$ cat src/rtl/firmware_pkg.sv
// Shared definitions for the firmware loading path: memory geometry, frame marker,
// loader FSM states and error codes.
package firmware_pkg;

  localparam int FIRMWARE_SIZE = 8192;
  localparam logic [7:0] SYNC_BYTE = 8'h5A;

  // Vector region sits at the bottom of firmware memory; application code follows it
  localparam logic [15:0] VECTOR_BASE  = 16'h0000;
  localparam logic [15:0] VECTOR_BYTES = 16'h0040;
  localparam logic [15:0] APP_BASE     = VECTOR_BASE + VECTOR_BYTES;

  typedef enum logic [2:0] {
    ST_IDLE    = 3'd0,
    ST_ADDR_LO = 3'd1,
    ST_ADDR_HI = 3'd2,
    ST_LEN_LO  = 3'd3,
    ST_LEN_HI  = 3'd4,
    ST_DATA    = 3'd5,
    ST_CSUM    = 3'd6
  } loader_state_t;

  localparam logic [1:0] ERR_NONE  = 2'd0;
  localparam logic [1:0] ERR_RANGE = 2'd1;
  localparam logic [1:0] ERR_CSUM  = 2'd2;

  function automatic logic [7:0] csum_add(input logic [7:0] sum, input logic [7:0] b);
    return sum + b;
  endfunction

endpackage

$ cat src/rtl/firmware_loader.sv
// Parses framed load commands from a byte stream and writes the payload into
// firmware memory while holding the CPU in reset.
module firmware_loader #(
  parameter int         FIRMWARE_SIZE = firmware_pkg::FIRMWARE_SIZE,
  parameter logic [7:0] SYNC_BYTE     = firmware_pkg::SYNC_BYTE,
  localparam int        AW            = $clog2(FIRMWARE_SIZE)
) (
  input  logic          clk,
  input  logic          rst_n,
  input  logic [7:0]    in_data,
  input  logic          in_valid,
  output logic          in_ready,
  output logic [AW-1:0] wr_address,
  output logic [7:0]    wr_data,
  output logic          wr_en,
  output logic          cpu_hold,
  output logic          done,
  output logic [1:0]    err
);
  import firmware_pkg::*;

  localparam logic [16:0] FW_LIMIT = 17'(FIRMWARE_SIZE);

  loader_state_t state_r, state_s;
  logic [15:0]   addr_r, addr_s;
  logic [15:0]   len_r, len_s;
  logic [7:0]    sum_r, sum_s;
  logic [AW-1:0] wr_address_r, wr_address_s;
  logic [7:0]    wr_data_r, wr_data_s;
  logic          wr_en_r, wr_en_s;
  logic          cpu_hold_r, cpu_hold_s;
  logic          done_r, done_s;
  logic [1:0]    err_r, err_s;
  logic          in_ready_r;

  logic          accept_s;
  logic [15:0]   len_full_s;
  logic [16:0]   end_s;
  logic          range_bad_s;

  assign accept_s   = in_valid && in_ready_r;
  assign len_full_s = {in_data, len_r[7:0]};
  // 17-bit end offset so a start near 0xFFFF plus a large length cannot wrap
  assign end_s      = {1'b0, addr_r} + {1'b0, len_full_s};
  assign range_bad_s = (len_full_s == 16'd0) || ({1'b0, addr_r} >= FW_LIMIT) ||
                       (end_s > FW_LIMIT);

  // Next-state and next-output logic for the frame parser
  always_comb begin
    state_s      = state_r;
    addr_s       = addr_r;
    len_s        = len_r;
    sum_s        = sum_r;
    wr_address_s = wr_address_r;
    wr_data_s    = wr_data_r;
    wr_en_s      = 1'b0;
    cpu_hold_s   = cpu_hold_r;
    done_s       = 1'b0;
    err_s        = err_r;
    if (accept_s) begin
      case (state_r)
        ST_IDLE: begin
          if (in_data == SYNC_BYTE) begin
            state_s    = ST_ADDR_LO;
            err_s      = ERR_NONE;
            sum_s      = 8'h00;
            cpu_hold_s = 1'b1;
          end else begin
            state_s = ST_IDLE;
          end
        end
        ST_ADDR_LO: begin
          addr_s  = {addr_r[15:8], in_data};
          state_s = ST_ADDR_HI;
        end
        ST_ADDR_HI: begin
          addr_s  = {in_data, addr_r[7:0]};
          state_s = ST_LEN_LO;
        end
        ST_LEN_LO: begin
          len_s   = {len_r[15:8], in_data};
          state_s = ST_LEN_HI;
        end
        ST_LEN_HI: begin
          len_s = len_full_s;
          if (range_bad_s) begin
            err_s      = ERR_RANGE;
            cpu_hold_s = 1'b0;
            state_s    = ST_IDLE;
          end else begin
            state_s = ST_DATA;
          end
        end
        ST_DATA: begin
          wr_en_s      = 1'b1;
          wr_address_s = addr_r[AW-1:0];
          wr_data_s    = in_data;
          addr_s       = addr_r + 16'd1;
          len_s        = len_r - 16'd1;
          sum_s        = csum_add(sum_r, in_data);
          if (len_r == 16'd1) begin
            state_s = ST_CSUM;
          end else begin
            state_s = ST_DATA;
          end
        end
        ST_CSUM: begin
          cpu_hold_s = 1'b0;
          state_s    = ST_IDLE;
          if (csum_add(sum_r, in_data) == 8'h00) begin
            done_s = 1'b1;
          end else begin
            err_s = ERR_CSUM;
          end
        end
        default: begin
          state_s    = ST_IDLE;
          cpu_hold_s = 1'b0;
        end
      endcase
    end else begin
      state_s = state_r;
    end
  end

  // State and registered outputs; reset aborts any frame in flight
  always_ff @(posedge clk) begin
    if (!rst_n) begin
      state_r      <= ST_IDLE;
      addr_r       <= 16'd0;
      len_r        <= 16'd0;
      sum_r        <= 8'h00;
      wr_address_r <= '0;
      wr_data_r    <= 8'h00;
      wr_en_r      <= 1'b0;
      cpu_hold_r   <= 1'b0;
      done_r       <= 1'b0;
      err_r        <= ERR_NONE;
      in_ready_r   <= 1'b0;
    end else begin
      state_r      <= state_s;
      addr_r       <= addr_s;
      len_r        <= len_s;
      sum_r        <= sum_s;
      wr_address_r <= wr_address_s;
      wr_data_r    <= wr_data_s;
      wr_en_r      <= wr_en_s;
      cpu_hold_r   <= cpu_hold_s;
      done_r       <= done_s;
      err_r        <= err_s;
      in_ready_r   <= 1'b1;
    end
  end

  assign in_ready   = in_ready_r;
  assign wr_address = wr_address_r;
  assign wr_data    = wr_data_r;
  assign wr_en      = wr_en_r;
  assign cpu_hold   = cpu_hold_r;
  assign done       = done_r;
  assign err        = err_r;

endmodule

$ cat config.mk
export PLATFORM = sky130hd
export DESIGN_NAME = firmware_loader
export DESIGN_NICKNAME = d
export VERILOG_FILES = /design/src/rtl/firmware_pkg.sv /design/src/rtl/firmware_loader.sv
export SDC_FILE = /design/constraint.sdc
export NUM_CORES = 1
export LEC_CHECK = 0
export ABC_AREA = 1
export BUFFER_PORTS_ARGS = -buffer_cell sky130_fd_sc_hd__buf_2
export CELL_PAD_IN_SITES_DETAIL_PLACEMENT = 0
export CELL_PAD_IN_SITES_GLOBAL_PLACEMENT = 1
export CORE_ASPECT_RATIO = 1.2
export CORE_MARGIN = 1.5
export CORE_UTILIZATION = 43
export CTS_BUF_LIST = sky130_fd_sc_hd__clkbuf_16
export DETAILED_ROUTE_END_ITERATION = 6
export PLACE_DENSITY = 0.77
export RECOVER_POWER = 25
export SYNTH_ARGS = -nofsm -noshare
export SYNTH_HDL_FRONTEND = slang
export SYNTH_SLANG_ARGS = --single-unit
$ cat constraint.sdc
create_clock -name clk -period 2.6 [get_ports clk]
set_input_delay 0.26 -clock clk [delete_from_list [all_inputs] [get_ports clk]]
set_output_delay 0.26 -clock clk [all_outputs]
set_load 0.03 [all_outputs]
==> impl_metrics.tcl <==
set metrics [dict create \
    status "completed" \
    syn_to_final_growth_pct 14.4 \
    finalPower_mw 2.61 \
    syn_avg_cell_area_um2 6.63 \
    max_freq_mhz 429 \
    synth-edff-count 0 \
    dpl_cell_area_um2 5070 \
    cts_setup_buffers 0 \
    start_util_pct 44.3 \
    ir_drop_uv 377 \
    critPathLaunchType "flip-flop" \
    fin_tns_setup_ps 0 \
    dp_hpwl_um 10800 \
    cts.clk_slew.worst_paths_ps 60 \
    wl_um 14500 \
    rrSetupSlack_ps 270 \
    critPathMaxFanout 5 \
    rows 41 \
    maxCapViolCount 0 \
    min_period_over_period_pct 89.7 \
    ys_top_cells_by_area "dfxtp_1 (30%), nand2_1 (11%), a21oi_1 (9.4%), ha_1 (7.2%), inv_1 (6.6%)" \
    cts-root-buf "clkbuf_16" \
    post_drt_wl_per_cell_um 16.4 \
    routed_via_density 5.51 \
    gp_congestion 0.900 \
    hp-class "in2reg" \
    cp_data_required_time_ps 2830 \
    synth_fp_nets 747 \
    grt_overflow 0 \
    ios 38 \
    worst_ep_arrival_time_ps 2560 \
    grt_pass1_wl_um 23200 \
    n_fill_cell 1117 \
    coreArea_um2 10600 \
    rsz0062_at_grt "no" \
    clock_latency_ps 340 \
    synth_cells 707 \
    dieHeight_um 117 \
    antenna_found_initial 0 \
    cts_max_path_buffers 2 \
    cp-end-kind "flip-flop" \
    drv_slew 0 \
    synth.largest_area_cell "dfxtp_1" \
    cts_hold_buf 0 \
    cts_tree "done" \
    portBuffers 37 \
    p_per_area_nw_per_um2 487 \
    synth_most_common_cell "nand2_1" \
    worstMarginPinSlew_ps 625 \
    synth_cell_types 39 \
    netlist.area_leader.share_pct 29.9 \
    cts_sinks 70 \
    grt_max_degree 40 \
    die_area_um2 11500 \
    first_iter_violations 281 \
    ys_seq_elements 70 \
    hold_viol 0 \
    grtUsageTotal_pct 25.2 \
    drt-pass1-iter-count 5 \
    timing.setup.critical_path_class "reg2reg" \
    htreeDepth 3 \
    ys_seq_area_share_pct 29.9 \
    cts-buffers-inserted 9 \
    yosys_warnings 0 \
    seq_area_um2 1400 \
    multi_input_area_um2 2810 \
    remaining_drc_errors 0 \
    design_area_um2 5360 \
    grt_pass1_vias 4521 \
    min_period_ps 2330 \
    diodes 0 \
    final_util_pct 50.7 \
    syn_area_um2 4680 \
    final_nets 790 \
    max_slew_margin_pct 58.3 \
    synth_async_sr_flop_share_pct 0 \
    power_leakage_nw 2.43 \
    setup_violations 0 \
    finalClockSkew_ps 8.47 \
    via_count 4869 \
    synthFlopType "dfxtp_1" \
    drtAntennaViolNets 0 \
    drive_above_1_share_pct 11.0 \
    dieWidth_um 98.3 \
    synthTopCellsByCount "nand2_1 (133), a21oi_1 (88), inv_1 (82)" \
]
-- cells by family (layout without fill, tap and decap cells) --
logic type | Yosys count | after routing | synth area share, %
buf+inv | 125 | 173 | 10.3
simple gates | 285 | 285 | 27.3
xor+xnor | 9 | 9 | 1.68
flops | 70 | 70 | 29.9
compound gates | 189 | 189 | 22.8
fa+ha+maj | 29 | 29 | 8.07
-- worst paths after layout --
kind	from	to	depth (start not counted)
worst max-delay path	len_r[7]	err[0]	15
worst min-delay path	in_data[2]	wr_data[2]	3
worst max register to register	len_r[7]	err[0]	15
worst min register to register	cpu_hold	cpu_hold	2
-- sequential cells by signal (all words and copies together) (netlist names) --
register,cells
addr_r,16
len_r,16
wr_address,13
sum_r,8
wr_data,8
state_r,3
err,2
cpu_hold,1
done,1
in_ready,1
wr_en,1
-- timing repair --
| item | in CTS | in global routing |
|---|---|---|
| resized for setup | 0 | 3 |
| setup endpoints to repair | 0 | 2 |
| hold endpoints to repair | 0 | 0 |
-- routing by layer --
metal	up-vias	part of all wire [%]	track usage, %
li1	2464	-	-
met1	2224	46	33.9
met2	153	46	39.4
met3	28	4.7	4.23
met4	0	3.4	10.9
met5	-	0	0
-- report_power, final --
part	internal (mW)	total (mW)	switching, mW
Combinational	0.0614	0.208	0.147
Sequential	1.08	1.09	0.00923
Clock	0.833	1.31	0.482
Total	1.97	2.61	0.637
-- critical path: stages, from the launching register on --
cell	delay, ps
dfxtp_1	470
ha_1	350
nand2_1	130
inv_1	50
a21oi_1	230
nor2_1	70
nor2_1	90
o21ai_1	80
xnor2_1	190
clkinv_1	90
nand2_1	120
nand2_2	90
nand3_2	100
nand2_1	60
nand2_1	60
nor2_1	40
-- metrics by stage --
step / setup slack (ps) / std cells / hold WS (ps)
5_1_grt: 29.2 / 884 / 352
2_1_floorplan: 523 / 707 / 288
6_report: 269 / 884 / 340
3_3_place_gp: 270 / 868 / 453
3_5_place_dp: 213 / 868 / 451
4_1_cts: 198 / 884 / 325
-- placed cells by master, fill, tap and decap left out, types with 6 or more instances in the layout --
| cell | Yosys | final |
|---|---|---|
| dfxtp_1 | 70 | 69 |
| clkbuf_1 | 13 | 23 |
| nor2_4 | 8 | 8 |
| nand2_1 | 133 | 132 |
| clkbuf_16 | 0 | 9 |
| inv_2 | 22 | 22 |
| nor2_1 | 66 | 66 |
| inv_1 | 82 | 82 |
| nand3_1 | 43 | 43 |
| nand4_1 | 12 | 12 |
| a221oi_1 | 15 | 15 |
| buf_2 | 6 | 14 |
| ha_1 | 27 | 27 |
| o21ai_0 | 27 | 27 |
| a31oi_1 | 6 | 6 |
| a21oi_1 | 88 | 88 |
| xnor2_1 | 6 | 6 |
| nor3_1 | 7 | 7 |
| o21ai_1 | 34 | 34 |
| buf_4 | 1 | 14 |
-- layout make-up --
cell class	instances	share of cell area, %
Inverter	105	7.35
Clock inverter	7	1.66
Tap cell	129	3.01
Sequential cell	70	26.2
Clock buffer	9	4.20
Multi-Input combinational cell	512	52.4
Timing Repair Buffer	52	5.25
(Power assumes the default switching activity.)
